`config.mk`:
```
export PLATFORM = sky130hd
export DESIGN_NAME = keyinput_loader_xor64
export DESIGN_NICKNAME = d
export VERILOG_FILES = /design/src/rtl/keyload_pkg.sv /design/src/rtl/crc8_serial.sv /design/src/rtl/keyinput_loader_xor64.sv
export SDC_FILE = /design/constraint.sdc
export NUM_CORES = 1
export LEC_CHECK = 0
export ABC_AREA = 1
export CAP_MARGIN = 30
export CORE_UTILIZATION = 37
export DETAILED_ROUTE_END_ITERATION = 10
export GPL_TIMING_DRIVEN = 0
export PLACE_DENSITY = 0.71
export SYNTH_ARGS = -nofsm -noshare
export SYNTH_HDL_FRONTEND = slang
export SYNTH_SLANG_ARGS = --single-unit
```
`constraint.sdc`:
```
create_clock -name clk -period 1.6 [get_ports clk]
set_input_delay 0.16 -clock clk [delete_from_list [all_inputs] [get_ports clk]]
set_output_delay 0.16 -clock clk [all_outputs]
set_load 0.01 [all_outputs]
```
`src/rtl/keyload_pkg.sv`:
```
// Shared constants, FSM state type and the CRC-8 step function for the key loader.
package keyload_pkg;

  localparam int unsigned KEY_W = 64;
  localparam int unsigned OP_W  = 32;
  localparam int unsigned CRC_W = 8;
  localparam int unsigned CNT_W = $clog2(KEY_W);

  localparam logic [CRC_W-1:0] CRC_POLY = 8'h07;

  typedef enum logic [1:0] {
    ST_IDLE      = 2'd0,
    ST_SHIFT_KEY = 2'd1,
    ST_SHIFT_CRC = 2'd2,
    ST_CHECK     = 2'd3
  } state_t;

  typedef struct packed {
    logic [OP_W-1:0] add1;
    logic [OP_W-1:0] add2;
  } op_pair_t;

  // One serial CRC-8 update, init 0, no final XOR.
  function automatic logic [CRC_W-1:0] crc8_step(input logic [CRC_W-1:0] crc,
                                                 input logic data_bit);
    logic fb;
    fb = crc[CRC_W-1] ^ data_bit;
    return {crc[CRC_W-2:0], 1'b0} ^ (fb ? CRC_POLY : CRC_W'(0));
  endfunction

endpackage

```
`src/rtl/crc8_serial.sv`:
```
// Bit-serial CRC-8 accumulator; clear wins over enable.
module crc8_serial
  import keyload_pkg::*;
(
  input  logic             clk,
  input  logic             rst,
  input  logic             clear,
  input  logic             enable,
  input  logic             data_bit,
  output logic [CRC_W-1:0] crc
);

  always_ff @(posedge clk) begin
    if (rst || clear) begin
      crc <= '0;
    end else if (enable) begin
      crc <= crc8_step(crc, data_bit);
    end
  end

endmodule

```
`src/rtl/keyinput_loader_xor64.sv`:
```
// Serial key loader with CRC-8 check, committing a verified key to the locked
// adder and gating the operand register on key validity.
module keyinput_loader_xor64
  import keyload_pkg::*;
(
  input  logic             clk,
  input  logic             rst,
  input  logic             load_start,
  input  logic             key_sen,
  input  logic             key_sdi,
  input  logic             op_valid_i,
  input  logic [OP_W-1:0]  add1_i,
  input  logic [OP_W-1:0]  add2_i,
  output logic [KEY_W-1:0] keyinput,
  output logic             key_valid,
  output logic             key_error,
  output logic             busy,
  output logic [OP_W-1:0]  add1_o,
  output logic [OP_W-1:0]  add2_o,
  output logic             op_valid_o,
  output logic             op_reject
);

  state_t             state_q, state_d;
  logic [CNT_W-1:0]   cnt_q, cnt_d;
  logic [KEY_W-1:0]   shadow_q, shadow_d;
  logic [KEY_W-1:0]   keyinput_d;
  logic [CRC_W-1:0]   crc_rx_q, crc_rx_d;
  logic [CRC_W-1:0]   crc_calc;
  logic               key_valid_d, key_error_d;
  logic               crc_clear_c, crc_en_c;
  op_pair_t           op_in;

  assign op_in = '{add1: add1_i, add2: add2_i};

  crc8_serial u_crc (
    .clk      (clk),
    .rst      (rst),
    .clear    (crc_clear_c),
    .enable   (crc_en_c),
    .data_bit (key_sdi),
    .crc      (crc_calc)
  );

  // Next-state and load datapath; load_start restarts from any state.
  always_comb begin
    state_d     = state_q;
    cnt_d       = cnt_q;
    shadow_d    = shadow_q;
    crc_rx_d    = crc_rx_q;
    keyinput_d  = keyinput;
    key_valid_d = key_valid;
    key_error_d = key_error;
    crc_clear_c = 1'b0;
    crc_en_c    = 1'b0;

    if (load_start) begin
      state_d     = ST_SHIFT_KEY;
      cnt_d       = '0;
      shadow_d    = '0;
      crc_rx_d    = '0;
      keyinput_d  = '0;
      key_valid_d = 1'b0;
      key_error_d = 1'b0;
      crc_clear_c = 1'b1;
    end else begin
      case (state_q)
        ST_SHIFT_KEY: begin
          if (key_sen) begin
            shadow_d[cnt_q] = key_sdi;
            crc_en_c        = 1'b1;
            cnt_d           = CNT_W'(cnt_q + 1'b1);
            if (cnt_q == CNT_W'(KEY_W - 1)) begin
              state_d = ST_SHIFT_CRC;
            end
          end
        end
        ST_SHIFT_CRC: begin
          if (key_sen) begin
            crc_rx_d = {crc_rx_q[CRC_W-2:0], key_sdi};
            if (cnt_q == CNT_W'(CRC_W - 1)) begin
              state_d = ST_CHECK;
              cnt_d   = '0;
            end else begin
              cnt_d = CNT_W'(cnt_q + 1'b1);
            end
          end
        end
        ST_CHECK: begin
          if (crc_rx_q == crc_calc) begin
            keyinput_d  = shadow_q;
            key_valid_d = 1'b1;
          end else begin
            key_error_d = 1'b1;
          end
          state_d = ST_IDLE;
        end
        default: begin
          state_d = ST_IDLE;
        end
      endcase
    end
  end

  always_ff @(posedge clk) begin
    if (rst) begin
      state_q   <= ST_IDLE;
      cnt_q     <= '0;
      shadow_q  <= '0;
      crc_rx_q  <= '0;
      keyinput  <= '0;
      key_valid <= 1'b0;
      key_error <= 1'b0;
      busy      <= 1'b0;
    end else begin
      state_q   <= state_d;
      cnt_q     <= cnt_d;
      shadow_q  <= shadow_d;
      crc_rx_q  <= crc_rx_d;
      keyinput  <= keyinput_d;
      key_valid <= key_valid_d;
      key_error <= key_error_d;
      busy      <= (state_d != ST_IDLE);
    end
  end

  // Operand stage sees the pre-edge key_valid.
  always_ff @(posedge clk) begin
    if (rst) begin
      add1_o     <= '0;
      add2_o     <= '0;
      op_valid_o <= 1'b0;
      op_reject  <= 1'b0;
    end else begin
      op_valid_o <= op_valid_i && key_valid;
      op_reject  <= op_valid_i && !key_valid;
      if (op_valid_i && key_valid) begin
        add1_o <= op_in.add1;
        add2_o <= op_in.add2;
      end
    end
  end

endmodule

```
==> results.md, run 1 <==
## Outcome
* complete, but fails checks — status
* setup timing — violated checks

## Synthesis
* 0.476 — register area share after synthesis
* sky130_fd_sc_hd__dfxtp_1, sky130_fd_sc_hd__inv_1, sky130_fd_sc_hd__nor2_1, sky130_fd_sc_hd__nand2_1, sky130_fd_sc_hd__nand3_1 — top post-synthesis cells by area
* sky130_fd_sc_hd__dfxtp_1 — most area-hungry cell type in the Yosys netlist
* 1407 — Synth Net Count
* 1332 — cell count after synthesis
* 6.98 um2 — post-synthesis area per instance
* 0 — total number of yosys warnings
* 0.476 — area share of the largest cell type after synthesis
* 9300 um2 — Syn Std Cell Area
* 221 — post-synthesis sequential element count
* 26 — unique cell type count in the Yosys netlist

## Route
* 560 — first-iteration detailed-routing DRC count
* 9185 — via count of the routed design
* 0 — residual antenna-violating net count after detailed routing
* 6 — number of detailed-route iterations in the first pass
* 0 — DRC Markers
* 14.2 um — routed len/inst
* 4.73 — vias per std cell
* 27.6 mm — wire length after detailed routing

## Cells and area
* 0.550 — Post-Route Utilization
* 0 — Antenna Diode Count
* 44.6% — layout-stage area growth over the synthesis result
* 1675 — Net count, final
* 0.136 — ratio of cells with drive above 1 in the final layout

## Worst setup path
* 10 — count of cells along the worst register-to-register path
* shadow_q[62] — Reg2Reg Capture Point
* buffers and inverters — top cell family by delay on the critical path
* register to register — path type of the worst setup path
* 2020 ps — arrival time of data at the critical path endpoint
* 1980 ps — required time of the critical path
* register — crit path capture type
* state_q[1] — beginning of the worst register-to-register path
* register — CP startpoint kind
* 340 ps — critical path's largest stage delay
* 4 — buffering stage count on the worst path with inverters included
* -40 ps — setup slack of the worst register-to-register path
* 7 — CP max FO
* inv_2 -> ha_4 -> nand2_8 -> nor2_4 -> inv_2 -> nor2_4 -> clkinvlp_4 -> buf_12 -> o21ai_2 -> a21oi_2 — crit path cell chain
* sky130_fd_sc_hd__dfxtp_2 — slowest cell on the critical path

## STA
* 0 — max-slew violation count
* 0.471 — max_slew headroom
* 1.03 — period utilization
* 0 — total count of hold-check failures in the final report
* true — RSZ-0062 raised after global routing
* 8.42 ps — largest clock skew in the final design
* -42.2 ps — final worst-path setup slack
* 0.609 GHz — maximum clock frequency
* 793 ps — transition at the pin with the smallest max-transition slack
* 1640 ps — final worst path period need
* 115 ps — worst-case hold slack
* -172 ps — setup total negative slack
* 11 — setup violation total in the final timing report

## Clocking
* 60 ps — post-CTS clock slew at the launch and capture registers of the worst setup and hold paths
* 25 — clock buffers created by TritonCTS
* 3 — number of buffers on the longest clock path
* yes — clock tree from TritonCTS
* 1 — level count of the clock H-tree
* 510 ps — clock network latency to the later pin of the worst-skew pair
* 221 — clock sink count
* sky130_fd_sc_hd__clkbuf_16 — Clock Tree Root

## Power and ir drop
* 884 nW/um2 — power density of the placed cells
* 0.724 mV — VDD IR-drop max
* 0.00571 uW — Leakage
* 11900 uW — post-route total power

## Die
* 0.380 — effective utilization at floorplan
* 57 — std cell rows
* 161 um — overall die width
* 161 um — height of the chip
* 25800 um2 — floorplan die area
* 24500 um2 — core region area
* 203 — Ports

## Placement
* 201 — count of input and output buffers
* -867 ps — DP Worst Slack
* 0.845 — final weighted congestion of routability-driven global placement
* 18.7 mm — post-DP HPWL

## Worst hold path
* input pin to register — Worst Hold Class
* 3 — Hold Crit Depth
* shadow_q[50] — endpoint of the worst hold-timing path
* key_sdi — startpoint of the lowest-slack hold path

## GRT
* 0 — initial antenna violation count
* 8470 — number of global-route vias before repair
* 0 — remaining global-route overflow
* 14 — pin count of the biggest net entering global routing
* 42.4 mm — wire length of the first global-routing pass
* 0.203 — aggregate global-route resource usage

## Job
* 0 — Max Cap Violations

[cells in the mapped netlist]
cell type / n
sky130_fd_sc_hd__inv_1: 243
sky130_fd_sc_hd__dfxtp_1: 221
sky130_fd_sc_hd__nor2_1: 208
sky130_fd_sc_hd__nand2_1: 191
sky130_fd_sc_hd__nand3_1: 116
sky130_fd_sc_hd__o21ai_0: 101
sky130_fd_sc_hd__a21oi_1: 80
sky130_fd_sc_hd__clkbuf_1: 41
sky130_fd_sc_hd__nor3_1: 40
sky130_fd_sc_hd__o21ai_1: 24
sky130_fd_sc_hd__inv_2: 14
sky130_fd_sc_hd__buf_6: 12
sky130_fd_sc_hd__buf_1: 9
sky130_fd_sc_hd__nor2_4: 6
sky130_fd_sc_hd__ha_1: 5
sky130_fd_sc_hd__a31oi_1: 4
sky130_fd_sc_hd__nor2_2: 4
sky130_fd_sc_hd__buf_2: 2
sky130_fd_sc_hd__nand2_2: 2
sky130_fd_sc_hd__o211ai_1: 2
sky130_fd_sc_hd__xor2_1: 2
sky130_fd_sc_hd__a21o_1: 1
sky130_fd_sc_hd__nor2_8: 1
sky130_fd_sc_hd__nor3b_1: 1
sky130_fd_sc_hd__o21a_1: 1
sky130_fd_sc_hd__xnor2_1: 1
[placed cells by master (no fill, tap or decap), drive strengths merged]
cell type / count
nor2: 219
dfxtp: 221
clkdlybuf4s50: 153
xor2: 2
o211ai: 2
nand2: 193
clkinv: 4
nor3: 40
clkbuf: 78
a21oi: 80
o21a: 1
dlygate4sd2: 15
xnor2: 1
nor3b: 1
dlymetal6s2s: 33
ha: 5
clkinvlp: 7
o21ai: 125
a31oi: 4
bufinv: 2
nand3: 116
inv: 253
buf: 60
a21o: 1
[worst register-to-register path: stages (launching register included)]
cell                         delay [ps]
sky130_fd_sc_hd__dfxtp_2            340
sky130_fd_sc_hd__inv_2               70
sky130_fd_sc_hd__ha_4               160
sky130_fd_sc_hd__nand2_8             70
sky130_fd_sc_hd__nor2_4             160
sky130_fd_sc_hd__inv_2               80
sky130_fd_sc_hd__nor2_4             140
sky130_fd_sc_hd__clkinvlp_4         120
sky130_fd_sc_hd__buf_12             150
sky130_fd_sc_hd__o21ai_2            150
sky130_fd_sc_hd__a21oi_2             70
[sequential cells by signal (all words and copies together), names as in the netlist]
| name | cells |
|---|---|
| key_valid | 1 |
| crc_rx_q | 8 |
| keyinput | 64 |
| op_reject | 1 |
| state_q | 2 |
| busy | 1 |
| shadow_q | 64 |
| u_crc.crc | 8 |
| add2_o | 32 |
| add1_o | 32 |
| op_valid_o | 1 |
| key_error | 1 |
| cnt_q | 6 |
[power by group]
group,switching (uW),internal [uW],leakage [uW]
registers,7.93,5510,0.00179
clock network,2300,3340,0.000387
logic,371,369,0.00353
[how the worst max path moves through the flow]
stage	from	to	slack, ps	cells after the start
6_report	state_q[1]	shadow_q[62]	-40	10
5_1_grt	state_q[0]	cnt_q[4]	-130	9
4_1_cts	state_q[1]	shadow_q[30]	-100	9
3_5_place_dp	rst	keyinput[61]	-870	6
3_3_place_gp	rst	keyinput[61]	-890	6
2_1_floorplan	state_q[1]	shadow_q[45]	60	9
[layout make-up]
cell class                      count  area, um2
Timing Repair Buffer              242       2550
Multi-Input combinational cell    790       3870
Clock buffer                       34        689
Fill cell                        2237      11000
Buffer                             63        383
Inverter                          257        998
Sequential cell                   221       4450
Clock inverter                      9        110
Tap cell                          324        405
[layer usage]
layer  vias to the layer above  track usage  routed length [um]  share of wire
li1                       4659            -                   -              -
met1                      4053        0.229               10500           0.38
met2                       388        0.362               13300           0.48
met3                        85       0.0586                2580          0.093
met4                         0       0.0719                1250          0.045
met5                         -            0                   0              0
[kinds of logic after synthesis]
family,synth area share
buffers and inverters,0.139
AOI/OAI and AO/OA,0.116
and+or+nand+nor,0.259
adders and majority gates,0.00672
DFF,0.476
xor gates and xnor gates,0.00282
[through the flow]
step	area, um2	std cells
floorplan	9300	1332
global placement	11700	1857
detailed placement	11700	1857
CTS	12800	1922
global route	13500	1940
finish	13500	1940
[what timing repair did]
item,4_1_cts,5_1_grt
gates cloned,0,7
buffers inserted,22,12
hold buffers,0,0
setup endpoints to repair,164,212
pin swaps,13,36
gates resized for setup,58,147
Power figures use the tool's default switching activity.
==> run 2: changes to the inputs <==
==> constraint.sdc (replaced) <==
create_clock -name clk -period 1.5 [get_ports clk]
set_input_delay 0.15 -clock clk [delete_from_list [all_inputs] [get_ports clk]]
set_output_delay 0.15 -clock clk [all_outputs]
set_load 0.01 [all_outputs]
==> run 2 against run 1 <==
The run still ends with setup timing left; critical path depth shrank 5; final area is 6.1% higher; highest routed layer unchanged; global-route usage rose by 0.27 points; sequential share of layout area fell by 1.8 points; critical endpoint is now shadow_q[6]; utilization grew 3.4 points; first-iteration DRC count grew 34%; routed wire length rose by 7.7%; clock skew grew 4.5 ps; count of clock-buffer cells in the layout decreased by 1; die area unchanged; power up 7.0%.
==> results.md, run 2 (same netlist as run 1, synthesis figures left out) <==
## Outcome
* complete, but fails checks — status, unchanged
* setup timing — violated checks, unchanged

## Clocking
* sky130_fd_sc_hd__clkbuf_16 — Clock Tree Root, unchanged
* 60 ps — post-CTS clock slew at the launch and capture registers of the worst setup and hold paths, about the same
* 3 — number of buffers on the longest clock path, unchanged
* 24 — clock buffers created by TritonCTS, was 25
* 1 — level count of the clock H-tree, unchanged
* 530 ps — clock network latency to the later pin of the worst-skew pair, was 510 ps
* yes — clock tree from TritonCTS, unchanged
* 221 — clock sink count, unchanged
* 0 — cts hold-fix bufs, unchanged

## Worst hold path
* key_sdi — startpoint of the lowest-slack hold path, unchanged
* input pin to register — Worst Hold Class, unchanged
* 3 — Hold Crit Depth, unchanged
* shadow_q[4] — endpoint of the worst hold-timing path, was shadow_q[50]

## Die
* 25800 um2 — floorplan die area, unchanged
* 161 um — overall die width, unchanged
* 0.380 — effective utilization at floorplan, unchanged
* 57 — std cell rows, unchanged
* 24500 um2 — core region area, unchanged
* 161 um — height of the chip, unchanged
* 203 — Ports, unchanged

## STA
* true — RSZ-0062 raised after global routing, unchanged
* 12.9 ps — largest clock skew in the final design, was 8.42 ps
* 0.564 GHz — maximum clock frequency, was 0.609 GHz
* 131 — setup violation total in the final timing report, was 11
* 0 — total count of hold-check failures in the final report, unchanged
* 0.437 — max_slew headroom, was 0.471
* 844 ps — transition at the pin with the smallest max-transition slack, was 793 ps
* 0 — max-slew violation count, unchanged
* 1770 ps — final worst path period need, was 1640 ps
* 1.18 — period utilization, was 1.03
* -273 ps — final worst-path setup slack, was -42.2 ps

## Worst setup path
* 2150 ps — arrival time of data at the critical path endpoint, was 2020 ps
* register — crit path capture type, unchanged
* 1 — buffering stage count on the worst path with inverters included, was 4
* 7 — CP max FO, unchanged
* register to register — path type of the worst setup path, unchanged
* sky130_fd_sc_hd__dfxtp_1 — slowest cell on the critical path, was sky130_fd_sc_hd__dfxtp_2
* -270 ps — setup slack of the worst register-to-register path, was -40 ps
* 1880 ps — required time of the critical path, was 1980 ps
* shadow_q[6] — Reg2Reg Capture Point, was shadow_q[62]
* 540 ps — critical path's largest stage delay, was 340 ps
* cnt_q[2] — beginning of the worst register-to-register path, was state_q[1]
* nand2_1 -> nor2_4 -> clkinvlp_4 -> o21ai_1 -> a21oi_1 — crit path cell chain, was inv_2 -> ha_4 -> nand2_8 -> nor2_4 -> inv_2 -> nor2_4 -> clkinvlp_4 -> buf_12 -> o21ai_2 -> a21oi_2
* 5 — count of cells along the worst register-to-register path, was 10
* register — CP startpoint kind, unchanged
* flip-flops — top cell family by delay on the critical path, was buffers and inverters

## Cells and area
* 4460 um2 — area taken by flip-flops and latches, was 4450 um2
* 0.584 — Post-Route Utilization, was 0.550
* 14300 um2 — Post-Layout Inst Area, was 13500 um2
* sky130_fd_sc_hd__dfxtp_1, sky130_fd_sc_hd__nor2_1, sky130_fd_sc_hd__inv_1 — commonest cells after routing, fill and taps aside, was sky130_fd_sc_hd__inv_1, sky130_fd_sc_hd__dfxtp_1, sky130_fd_sc_hd__nor2_1
* 4560 um2 — area occupied by multi-input gates, was 3870 um2
* keyinput x64, shadow_q x64 — largest registers, unchanged
* 0 — Antenna Diode Count, unchanged
* 2180 — Layout fillers, was 2237
* 0.266 — ratio of cells with drive above 1 in the final layout, was 0.136
* 53.4% — layout-stage area growth over the synthesis result, was 44.6%
* 1691 — Net count, final, was 1675
* sky130_fd_sc_hd__dfxtp_1 — most frequent standard cell in the layout excluding fill and tap cells, was sky130_fd_sc_hd__inv_1

## GRT
* 0.239 — met1 Usage GRT, was 0.229
* 0.350 — met2 demand-to-capacity share in global routing, was 0.362
* 14 — pin count of the biggest net entering global routing, unchanged
* 0 — remaining global-route overflow, unchanged
* 42.9 mm — wire length of the first global-routing pass, was 42.4 mm
* 0.0687 — GR Layer Usage met3, was 0.0586
* met2 — layer carrying the most global-route usage, unchanged
* 0.206 — aggregate global-route resource usage, was 0.203
* 0 — initial antenna violation count, unchanged
* 8522 — number of global-route vias before repair, was 8470

## Placement
* 201 — count of input and output buffers, unchanged
* 18.0 mm — post-DP HPWL, was 18.7 mm
* 0.871 — final weighted congestion of routability-driven global placement, was 0.845
* 11700 um2 — placed cell area, about the same

## Route
* 9489 — via count of the routed design, was 9185
* 15.2 um — routed len/inst, was 14.2 um
* 4.86 — vias per std cell, was 4.73
* 0 — DRC Markers, unchanged
* 753 — first-iteration detailed-routing DRC count, was 560
* 29.8 mm — wire length after detailed routing, was 27.6 mm
* 6 — number of detailed-route iterations in the first pass, unchanged
* 0 — residual antenna-violating net count after detailed routing, unchanged

## Power and ir drop
* 892 nW/um2 — power density of the placed cells, was 884 nW/um2
* 0.00592 uW — Leakage, was 0.00571 uW
* 0.639 mV — VDD IR-drop max, was 0.724 mV

## Job
* 0 — Max Cap Violations, unchanged

run 2: changes by cell type in the layout (fill, tap and decap cells not counted), moves of 12 or more:
cell                              delta
sky130_fd_sc_hd__clkdlybuf4s50_1    -85
sky130_fd_sc_hd__dlygate4sd2_1     +118
sky130_fd_sc_hd__dlymetal6s2s_1     -33
sky130_fd_sc_hd__inv_1              -54
sky130_fd_sc_hd__inv_2              +51
sky130_fd_sc_hd__nand2_1            -66
sky130_fd_sc_hd__nand2_2            +38
sky130_fd_sc_hd__nand2_4            +27
sky130_fd_sc_hd__nand3_1            -28
sky130_fd_sc_hd__nand3_2            +25
sky130_fd_sc_hd__nor2_1             -15
sky130_fd_sc_hd__nor2_2             +15
sky130_fd_sc_hd__o21ai_0            -12
run 2: worst max path at each step:
stage               start            to  cells past startpoint  slack (ps)
2_1_floorplan  state_q[1]   shadow_q[6]                      9           7
3_3_place_gp          rst  keyinput[60]                      6        -750
3_5_place_dp          rst  keyinput[60]                      6        -750
4_1_cts        state_q[1]  shadow_q[49]                      9        -170
5_1_grt        state_q[1]   shadow_q[6]                      9        -340
6_report         cnt_q[2]   shadow_q[6]                      5        -270
run 2: area by class of cell:
type	count	area share
plain buffers	63	0.0305
inverters	257	0.0713
repair buffers	259	0.182
clock buffers	33	0.0508
flip-flops and latches	221	0.313
clock inverters	7	0.00456
multi-input cells	790	0.320
well taps	324	0.0284
run 2: per-layer routing:
metal | part of all wire | routed length, um
met5 | 0 | 0
met4 | 0.039 | 1160
met3 | 0.11 | 3240
met2 | 0.48 | 14100
met1 | 0.38 | 11200
run 2: through the flow:
stage          setup slack, ps  TNS, ps  hold slack (ps)  total power, uW  std cells
2_1_floorplan             6.92        0              222             6340       1332
3_3_place_gp              -749  -102570              442             6630       1857
3_5_place_dp              -754  -105870              451             6640       1857
4_1_cts                   -167    -5750             83.8            12700       1931
5_1_grt                   -342   -21190              124            13200       1954
6_report                  -273   -12370              120            12700       1954
run 2: timing repair:
action / in CTS / in global routing
buffers inserted: 31 / 18
endpoints found under the setup margin: 290 / 194
resized for setup: 250 / 340
gates cloned: 3 / 11
pin swaps: 21 / 100
run 2: power by group:
group | internal [uW] | leakage (uW) | switching [uW]
clock network | 3530 | 0.000390 | 2420
registers | 5870 | 0.00179 | 10.4
logic | 457 | 0.00374 | 450
run 2: worst min-delay path, cell delays in order:
cell	delay (ps)
sky130_fd_sc_hd__buf_2	190
sky130_fd_sc_hd__nor3_2	190
sky130_fd_sc_hd__nor3_1	60
==> run 3: changes to the inputs <==
--- a/config.mk
+++ b/config.mk
@@ -6,7 +6,7 @@
 export NUM_CORES = 1
 export LEC_CHECK = 0
 export ABC_AREA = 1
-export CAP_MARGIN = 30
+export CAP_MARGIN = 20
 export CORE_UTILIZATION = 37
 export DETAILED_ROUTE_END_ITERATION = 10
 export GPL_TIMING_DRIVEN = 0
==> results of run 3 <==
The final DEF is identical to that of run 2; final timing and power are the same.
